$ cat src/rtl/traffic_light_ctrl.sv
// Two-road intersection controller with latched pedestrian WALK phase and tick-timed phases.
// Optional night flashing mode is compiled in with TRAFFIC_NIGHT_FLASH_EN.
module traffic_light_ctrl #(
  parameter int GREEN_TICKS  = 5,
  parameter int YELLOW_TICKS = 2,
  parameter int ALLRED_TICKS = 1,
  parameter int WALK_TICKS   = 4,
  parameter int CNT_W        = 8
) (
  input  logic clk,
  input  logic rst,
  input  logic tick,
  input  logic ped_req,
`ifdef TRAFFIC_NIGHT_FLASH_EN
  input  logic night,
`endif
  output logic ns_g,
  output logic ns_y,
  output logic ns_r,
  output logic ew_g,
  output logic ew_y,
  output logic ew_r,
  output logic walk,
  output logic ped_wait
);

  typedef enum logic [2:0] {
    S_NS_G = 3'd0,
    S_NS_Y = 3'd1,
    S_AR1  = 3'd2,
    S_EW_G = 3'd3,
    S_EW_Y = 3'd4,
    S_AR2  = 3'd5,
    S_WALK = 3'd6
`ifdef TRAFFIC_NIGHT_FLASH_EN
    , S_FLASH = 3'd7
`endif
  } state_t;

  localparam bit              SKIP_AR = (ALLRED_TICKS == 0);
  localparam logic [CNT_W-1:0] G_LAST = CNT_W'(GREEN_TICKS - 1);
  localparam logic [CNT_W-1:0] Y_LAST = CNT_W'(YELLOW_TICKS - 1);
  localparam logic [CNT_W-1:0] A_LAST = CNT_W'(SKIP_AR ? 0 : ALLRED_TICKS - 1);
  localparam logic [CNT_W-1:0] W_LAST = CNT_W'(WALK_TICKS - 1);

  state_t           r_state;
  logic [CNT_W-1:0] r_cnt;
  logic             r_ped_wait;
  logic             r_flash;

  state_t           w_next;
  state_t           w_after_ew;
  logic [CNT_W-1:0] w_last;
  logic             w_done;
  logic             w_in_flash;

  // NOTE: every variable written here gets a default first, so no path can infer a latch.
  always_comb begin
    w_last     = '0;
    w_in_flash = 1'b0;
    w_next     = r_state;
    w_after_ew = r_ped_wait ? S_WALK : S_NS_G;

    case (r_state)
      S_NS_G, S_EW_G: w_last = G_LAST;
      S_NS_Y, S_EW_Y: w_last = Y_LAST;
      S_AR1,  S_AR2:  w_last = A_LAST;
      S_WALK:         w_last = W_LAST;
      default:        w_last = '0;
    endcase
    w_done = tick && (r_cnt == w_last);

    case (r_state)
      S_NS_G: if (w_done) w_next = S_NS_Y;
      S_NS_Y: if (w_done) w_next = SKIP_AR ? S_EW_G : S_AR1;
      S_AR1:  if (w_done) w_next = S_EW_G;
      S_EW_G: if (w_done) w_next = S_EW_Y;
      S_EW_Y: if (w_done) w_next = SKIP_AR ? w_after_ew : S_AR2;
      S_AR2:  if (w_done) w_next = w_after_ew;
      S_WALK: if (w_done) w_next = S_NS_G;
`ifdef TRAFFIC_NIGHT_FLASH_EN
      S_FLASH: begin
        w_in_flash = 1'b1;
        if (tick && !night) w_next = SKIP_AR ? w_after_ew : S_AR2;
      end
`endif
      default: w_next = S_NS_G;
    endcase

`ifdef TRAFFIC_NIGHT_FLASH_EN
    // Night mode diverts only at the end of a yellow phase.
    if (w_done && night && (r_state == S_NS_Y || r_state == S_EW_Y))
      w_next = S_FLASH;
`endif
  end

  // NOTE: sequential state uses non-blocking assignments so every register samples pre-edge values.
  always_ff @(posedge clk) begin
    if (rst) begin
      r_state    <= S_NS_G;
      r_cnt      <= '0;
      r_ped_wait <= 1'b0;
      r_flash    <= 1'b0;
    end else begin
      r_state <= w_next;

      if (w_next != r_state)
        r_cnt <= '0;
      else if (tick && !w_in_flash)
        r_cnt <= r_cnt + 1'b1;

      // Entering WALK serves the request; a press on that same edge is dropped.
      if (w_next == S_WALK && r_state != S_WALK)
        r_ped_wait <= 1'b0;
      else if (ped_req && r_state != S_WALK)
        r_ped_wait <= 1'b1;

      if (w_in_flash && w_next == r_state)
        r_flash <= tick ? ~r_flash : r_flash;
      else
        r_flash <= 1'b1;
    end
  end

  always_comb begin
    ns_g     = 1'b0;
    ns_y     = 1'b0;
    ns_r     = 1'b0;
    ew_g     = 1'b0;
    ew_y     = 1'b0;
    ew_r     = 1'b0;
    walk     = 1'b0;
    ped_wait = r_ped_wait;
    case (r_state)
      S_NS_G: begin ns_g = 1'b1; ew_r = 1'b1; end
      S_NS_Y: begin ns_y = 1'b1; ew_r = 1'b1; end
      S_EW_G: begin ew_g = 1'b1; ns_r = 1'b1; end
      S_EW_Y: begin ew_y = 1'b1; ns_r = 1'b1; end
      S_WALK: begin ns_r = 1'b1; ew_r = 1'b1; walk = 1'b1; end
`ifdef TRAFFIC_NIGHT_FLASH_EN
      S_FLASH: begin ns_y = r_flash; ew_r = r_flash; end
`endif
      default: begin ns_r = 1'b1; ew_r = 1'b1; end
    endcase
  end

endmodule

$ cat config.mk
export PLATFORM = sky130hd
export DESIGN_NAME = traffic_light_ctrl
export DESIGN_NICKNAME = d
export VERILOG_FILES = /design/src/rtl/traffic_light_ctrl.sv
export SDC_FILE = /design/constraint.sdc
export NUM_CORES = 1
export LEC_CHECK = 0
export BUFFER_PORTS_ARGS = -buffer_cell sky130_fd_sc_hd__buf_2
export CAP_MARGIN = 20
export CORE_ASPECT_RATIO = 1.4
export CORE_MARGIN = 3
export CORE_UTILIZATION = 41
export CTS_BUF_LIST = sky130_fd_sc_hd__clkbuf_16
export DETAILED_ROUTE_END_ITERATION = 8
export GPL_TIMING_DRIVEN = 0
export PLACE_DENSITY_LB_ADDON = 0.3
export SLEW_MARGIN = 30
export SYNTH_ARGS = -nofsm -noshare
export SYNTH_HDL_FRONTEND = slang
export SYNTH_SLANG_ARGS = --single-unit
export TNS_END_PERCENT = 30
$ cat constraint.sdc
create_clock -name clk -period 5.22 [get_ports clk]
set_clock_uncertainty 0.1 [all_clocks]
set_input_delay 0.261 -clock clk [delete_from_list [all_inputs] [get_ports clk]]
set_output_delay 0.261 -clock clk [all_outputs]
set_load 0.05 [all_outputs]
# [Yosys cells after proc, flatten, opt, wreduce, memory -nomap -nowiden]
# Cells that the tools add are included.
[word_totals] ff_bits=12 in_bits=4 elab_cells=41 output_inout_bits=8
[classes] reduce_logical=10 eq_ne=10 n_mux=17 addsub=1
[op_table] cell="2-to-1 mux 3 bit" count=8
[op_table] cell="case mux 3 bit (7 select lines)" count=1
[op_table] cell="== test 3 bit (second input constant)" count=4
[op_table] cell="OR reduction 2 bit" count=6
[op_table] cell="case mux 3 bit (3 select lines)" count=1
[op_table] cell="adder 8 x 1 -> 8 bit (second input constant)" count=1
[op_table] cell="== test 8 bit" count=1
[op_table] cell="2-to-1 mux 1 bit" count=7
[op_table] cell="== test 3 x 2 -> 1 bit (second input constant)" count=2
[op_table] cell="== test 3 x 1 -> 1 bit (second input constant)" count=1
[op_table] cell="logical AND 1 bit" count=3
[op_table] cell="logical NOT 3 bit" count=1
[op_table] cell="!= test 3 bit" count=1
[op_table] cell="!= test 3 bit (second input constant)" count=1

# [Logic depth before layout (Yosys ltp)]
# Gate-level depths: netlist (run 1).
[depth] depth_word=10 ltp_mapped=6 ltp_nobuf=5

# [Worst setup path after synthesis (run 1)]
# Ideal clock, no wire load.
[synth_path] kind="register to register" start="register r_state[0]" end="register r_state[0]" stages_incl_launch_ff=6 path_buffers=0 setup_slack_ns=2.955 arrival_ns=2.078 setup_time_ns=0.086 synth_period_minus_slack_ns=2.265 cell_sequence="dfxtp_1 nor3b_2 o32a_4 a21oi_4 or3_1 a221oi_2"
[synth_between] elab_chain_len=7
[synth_rtl] element="start, declared" line_no="46" rtl="state_t r_state;"
[synth_rtl] element="start signal, assigned" line_no="105" rtl="r_state <= w_next;"
[synth_rtl] element="== test 3 bit, or another cell as far along" line_no="64, 73"
[synth_rtl] element="OR reduction 2 bit" line_no="64" rtl="case (r_state)"
[synth_rtl] element="case mux 3 bit (3 select lines)" line_no="64"
[synth_rtl] element="== test 8 bit" line_no="71" rtl="w_done = tick && (r_cnt == w_last);"
[synth_rtl] element="logical AND 1 bit" line_no="71"
[synth_rtl] element="2-to-1 mux 3 bit, or another cell as far along" line_no="80" rtl="S_WALK: if (w_done) w_next = S_NS_G;"
[synth_rtl] element="case mux 3 bit (7 select lines) *" line_no="73" rtl="case (r_state)"
# Mark *: on every way between the ends. The rest lies on a longest branch, timed or not.
# A chain may end at the register's enable or synchronous reset.

# [Final worst setup path (run 1)]
[layout_path] start="register r_state[1]" end="output ew_g"
[layout_between] elab_chain_len=2
[layout_rtl] element="== test 3 x 2 -> 1 bit" line_no="134" rtl="case (r_state)"
[layout_rtl] element="2-to-1 mux 1 bit" line_no="134"
[layout_rtl] element="end, declared" line_no="20" rtl="output logic ew_g,"
# Every way passes these cells.

==> run summary, run 1 <==
pwr dens - 490.7 nW/um^2
Vias - 740
global-route wire length before repair - 2.987 mm
maxcap violations - 0
final setup vio count - 0
Tot GR Track Use - 0.1616
Post-CTS Setup Repair Bufs - 0
pre-CTS WS - 3.386 ns
Leakage Power - 0.3809 nW
Initial Utilization - 0.4431
die area - 2548 um^2
Gate Count Post-Synth - 95
worst slew pin tran - 0.4435 ns
Root Buffer - clkbuf_16
vias per cell - 5.781
routability cong. - 0.7854
CTS sink cnt - 12
mux contribution to synthesized area - 0.01238
worst hold path type - in2reg
worst-path cell chain - clkbuf_1 -> and3_1 -> buf_2
fin crit share - 0.3724
Area Overhead vs Synth - 18.58%
CP max stage delay - 0.44 ns
CTS Buffer Depth - 2
CORE AREA - 1824 um^2
Final #Nets - 115
drt first pass iters - 4
Ys Warns - 0
Die X - 43.53 um
Unique masters post-synth - 42
dominant cell type by area after synthesis - dfxtp_1
Final Max Tran Viols - 0
number of I/O port buffers - 10
Post-route DRC - 0
setup TNS - 0 ns
worst-skew pair later-pin latency - 0.24 ns
main combinational cell family by area after synthesis - simple AND/OR/NAND/NOR gates
Arr. time, crit path - 1.58 ns
# rows - 18
fillers - 183
crit start category - flop
WS Path Type - reg2out
initial antenna violation count - 0
CP Capture Type - primary output
unrepaired setup endpoints after global routing - no
detailed placement HPWL - 1.244 mm
post-synthesis register bit count - 12
worst setup slack after layout - 3.276 ns
Die Y - 58.54 um
H-Tree Depth - 1
fmax - 0.5145 GHz
most area-consuming cells after synthesis - dfxtp_1 30%, nor2_1 6.0%, xnor2_1 5.4%, xor2_1 4.3%, nand4_1 3.9%
Iter 0 DRT Violations - 13
post-synthesis compound-gate area fraction - 0.1734
total CTS buffers - 3
cell area after synthesis - 808.3 um^2
Ports - 12
Data required, critical path - 4.86 ns
number of diodes - 0
post-DR wirelength/cell - 14.18 um
maximum number of pins on one net before global-route repair - 11
clock slew at reported path FFs - 0.04 ns
CP top delay family - buffers and inverters
Relative slew margins - 0.7043
XOR/XNOR Fraction of Synth Area - 0.09752
post-cts sizing count - 0
Layout Cells excl Fill - 128
Critical-path top delay cell - dfxtp_1
clock tree from TritonCTS - done
Buf/Inv on CP - 2
global route total overflow - 0
adder-cell share of the synthesized area - 0.01548
Placed Cells - 125
Tmin final - 1.944 ns
Simple-Gate Fraction of Synth Area - 0.3638
Syn Nets - 100
vias in the first global route - 698
VDD IR max - 259.0 uV
crit path max fanout - 10
top-area cell type share of the netlist area - 0.2972
share of layout cells above drive strength 1 - 0.2407
# hold bufs at CTS - 0
final hold viol count - 0
register area share after synthesis - 0.2972
Avg Inst Size Synth - 8.508 um^2
status - finished clean
Total Wirelength - 1.815 mm
post-route ant nets - 0
-- stage by stage --
stage / hold slack [ns] / utilization / power, mW / cell area, um^2
floorplan: 0.2272 / - / 0.2878 / 808.3
global placement: 0.4122 / 0.4842 / 0.3278 / 883.3
detailed placement: 0.4247 / 0.4842 / 0.3295 / 883.3
CTS: 0.1755 / 0.5254 / 0.4702 / 958.4
global route: 0.1916 / 0.5254 / 0.4925 / 958.4
finish: 0.1744 / 0.5254 / 0.4703 / 958.4
-- cell type report --
| type | instances | area [um^2] | share of cell area |
|---|---|---|---|
| clock buffer | 3 | 75.07 | 0.07833 |
| inverter | 4 | 15.01 | 0.01567 |
| tap | 20 | 25.02 | 0.02611 |
| buffer | 4 | 17.52 | 0.01828 |
| multi-input combinational | 75 | 535.5 | 0.5587 |
| timing repair buffer | 10 | 50.05 | 0.05222 |
| sequential | 12 | 240.2 | 0.2507 |
-- worst paths after layout --
check,cells after the start,start,endpoint,slack [ns]
worst min register to register,2,r_cnt[7]$_SDFFE_PP0P_,r_cnt[7]$_SDFFE_PP0P_,0.43
worst max-delay path,3,r_state[1]$_SDFF_PP0_,ew_g,3.28
worst min-delay path,2,rst,r_state[0]$_SDFF_PP0_,0.17
worst max register to register,5,r_cnt[2]$_SDFFE_PP0P_,r_state[0]$_SDFF_PP0_,3.38
-- logic make-up after synthesis --
kind of cell / Yosys count
fa+ha+maj: 1
compound gates: 15
flops: 12
mux: 1
xor+xnor: 9
simple gates: 49
buf+inv: 8
-- report_power, final --
part / leakage [nW] / switching (mW) / internal (mW)
clock network: 0.0370 / 0.0396 / 0.0998
logic: 0.246 / 0.142 / 0.0664
registers: 0.0975 / 0.0199 / 0.102
total: 0.381 / 0.202 / 0.269
-- sequential cells by signal, indices dropped and copies added (netlist names) --
name      count
r_cnt         8
ped_wait      1
r_state       3
-- per-layer routing --
layer / global-route usage / share of wire
met1: 0.1748 / 0.43
met2: 0.2664 / 0.50
met3: 0.04893 / 0.046
met4: 0.1078 / 0.022
met5: 0 / 0
-- cells in the mapped netlist --
| master | instances |
|---|---|
| a41o_1 | 1 |
| a21oi_1 | 1 |
| nor3b_2 | 1 |
| or4_1 | 1 |
| nor3_1 | 5 |
| xnor2_1 | 5 |
| buf_2 | 2 |
| a31oi_1 | 2 |
| o32a_4 | 1 |
| mux2i_1 | 1 |
| nand2b_1 | 1 |
| nand3b_1 | 1 |
| or3_1 | 1 |
| o21ai_0 | 2 |
| and3_1 | 2 |
| nand2_1 | 8 |
| inv_1 | 2 |
| a21oi_4 | 1 |
| and4b_1 | 1 |
| a21o_1 | 1 |
| or2b_1 | 1 |
| nand4_1 | 5 |
| nor2_1 | 13 |
| and4bb_2 | 1 |
| nor4b_2 | 1 |
| nand4b_1 | 1 |
| xor2_1 | 4 |
| clkbuf_1 | 2 |
| o2111ai_1 | 1 |
| nor4_2 | 1 |
| and2b_4 | 1 |
| o21ai_2 | 1 |
| a21boi_0 | 1 |
| and3b_1 | 1 |
| or2_1 | 1 |
| inv_2 | 2 |
| dfxtp_1 | 12 |
| nor3b_1 | 2 |
| a41oi_1 | 1 |
| o211ai_1 | 1 |
| a221oi_2 | 1 |
| ha_1 | 1 |
-- placed cells by master, fill, tap and decap left out, types with 2 or more instances in the layout --
master     count
and3_1         2
dfxtp_1       12
buf_2         12
a31oi_1        2
clkbuf_1       2
xor2_1         4
xnor2_1        5
nor3_1         5
nand4_1        5
o21ai_0        2
inv_2          2
inv_1          2
nand2_1        8
clkbuf_16      3
nor3b_1        2
nor2_1        13
(Power assumes the default switching activity.)
==> inputs of run 2 (changes only) <==
Clock period 5.22 ns to 1.9 ns, I/O delays scaled along.
==> run 2 against run 1 <==
Compared with the run above: final cell count grew 0.78%; critical path depth up 2; flip-flop and latch count is the same; routed wire length shrank 1.3%; clock power rose to 2.7 times the previous value; utilization rose by 2.3 points; sequential share of layout area down 0.69 points; hold slack lost 0.11 ns; non-clock buffer count increased by 1; via count increased by 2.8%; largest power group unchanged.
==> run summary, run 2 (synthesis gave the netlist of run 1 again) <==
status - finished clean
min-delay src - ped_req
Vias - 761
Tot GR Track Use - 0.1565
H-Tree Depth - 1
number of I/O port buffers - 10
CORE AREA - 1824 um^2
fmax - 0.5617 GHz
Layout Cells excl Fill - 129
worst slew pin tran - 0.4251 ns
Die X - 43.53 um
total power - 1.313 mW
CTS sink cnt - 12
VDD IR max - 700.1 uV
Logic pwr share - 0.449
drt first pass iters - 4
r2r endpoint - r_state[0]$_SDFF_PP0_
final hold viol count - 0
CP Capture Type - flop
area occupied by multi-input gates - 561.8 um^2
Initial Utilization - 0.4431
worst hold path depth - 3
commonest cells after routing, fill and taps aside - 12 x nor2_1, 11 x buf_2, 9 x dfxtp_1, 8 x nand2_1
setup TNS - 0 ns
Clock power frac - 0.284
Ports - 12
commonest non-fill, non-tap cell in the layout - nor2_1
unrepaired setup endpoints after global routing - no
R2R cell count - 5
share of layout cells above drive strength 1 - 0.2752
die area - 2548 um^2
Final #Nets - 116
sequential share of power - 0.267
max reg flops - 8
Most flops, register - r_cnt
total CTS buffers - 3
pwr dens - 1311 nW/um^2
Total Wirelength - 1.791 mm
post-route ant nets - 0
Tmin final - 1.780 ns
worst-skew pair later-pin latency - 0.24 ns
clock slew at reported path FFs - 0.04 ns
maximum number of pins on one net before global-route repair - 11
vias in the first global route - 745
# rows - 18
worst hold path type - in2reg
crit path max fanout - 6
reg2reg start - r_state[2]$_SDFF_PP0_
Leakage Power - 0.3904 nW
initial antenna violation count - 0
switching share of power - 0.4270
Placed Cells - 125
detailed placement HPWL - 1.361 mm
global route total overflow - 0
Post-route DRC - 0
fin crit share - 0.9370
global-route wire length before repair - 3.056 mm
P_int - 0.7521 mW
number of diodes - 0
Die Y - 58.54 um
post-DR wirelength/cell - 13.88 um
WS Path Type - reg2reg
Area Overhead vs Synth - 23.84%
Switch Pwr - 0.5605 mW
WHS Endpoint - ped_wait$_SDFFE_PP0P_
Final Max Tran Viols - 0
crit start category - flop
Arr. time, crit path - 1.83 ns
vias per cell - 5.899
maxcap violations - 0
clock tree from TritonCTS - done
Relative slew margins - 0.7166
Data required, critical path - 1.95 ns
R2R Setup Slk - 0.12 ns
final setup vio count - 0
Iter 0 DRT Violations - 17
Register Area - 244.0 um^2
fillers - 166
CTS Buffer Depth - 2
Root Buffer - clkbuf_16
routability cong. - 0.7994
## run 2: cell count changes in the layout (fill, tap and decap cells not counted), sizes merged
| cell | before | now |
|---|---|---|
| buf | 12 | 11 |
| dlygate4sd3 | 0 | 1 |
| clkbuf | 5 | 6 |
## run 2: critical path: stages (launching register included)
cell      delay, ns
dfxtp_1        0.49
nor3b_4        0.08
o32a_4         0.40
a21oi_4        0.23
o21ai_0        0.15
a221oi_2       0.24
## run 2: layer usage
layer	vias to the layer above	routed length, um	track usage
met5	-	0	0
met4	0	28	0.07759
met3	4	72	0.02752
met2	25	947	0.2833
met1	351	742	0.1707
li1	381	-	-
## run 2: layout make-up
class,count,share of cell area
inverter,4,0.01500
timing repair buffer,11,0.06000
multi-input combinational,75,0.5613
tap,20,0.02500
sequential,12,0.2438
buffer,4,0.02000
clock buffer,3,0.07500
## run 2: worst max path at each step
stage	start	to	slack [ns]	cells after the start
after detailed placement	r_cnt[0]$_SDFFE_PP0P_	r_state[0]$_SDFF_PP0_	0.08	5
after CTS	r_cnt[0]$_SDFFE_PP0P_	r_state[0]$_SDFF_PP0_	0.07	5
final	r_state[2]$_SDFF_PP0_	r_state[0]$_SDFF_PP0_	0.12	5
after floorplan	r_state[0]$_SDFF_PP0_	r_state[1]$_SDFF_PP0_	-0.08	5
after global placement	r_cnt[0]$_SDFFE_PP0P_	r_state[0]$_SDFF_PP0_	0.11	5
after global routing	r_cnt[2]$_SDFFE_PP0P_	r_state[1]$_SDFF_PP0_	0.005	5
## run 2: metrics by stage
step                      hold WS (ns)  setup slack [ns]  utilization  area [um^2]
after CTS                      0.06806           0.06881       0.5370        979.7
after global routing            0.1276          0.005159       0.5487         1001
final                          0.06736            0.1197       0.5487         1001
after floorplan                0.05383          -0.07619            -        819.5
after detailed placement        0.2417           0.08114       0.4904        894.6
after global placement          0.2461            0.1097       0.4904        894.6
## run 2: power by group through the flow
| stage | combinational [mW] | clock (mW) | sequential, mW |
|---|---|---|---|
| 6_report | 0.590 | 0.373 | 0.350 |
| 4_1_cts | 0.583 | 0.379 | 0.345 |
| 3_5_place_dp | 0.578 | 0 | 0.349 |
| 5_1_grt | 0.633 | 0.393 | 0.356 |
| 3_3_place_gp | 0.573 | 0 | 0.348 |
| 2_1_floorplan | 0.468 | 0 | 0.338 |
## run 2: what timing repair did
action                                 4_1_cts  5_1_grt
setup buffers                                0        0
endpoints found under the hold margin        1        0
gates resized for setup                      0        4
setup endpoints to repair                    0        3
hold buffers                                 1        0
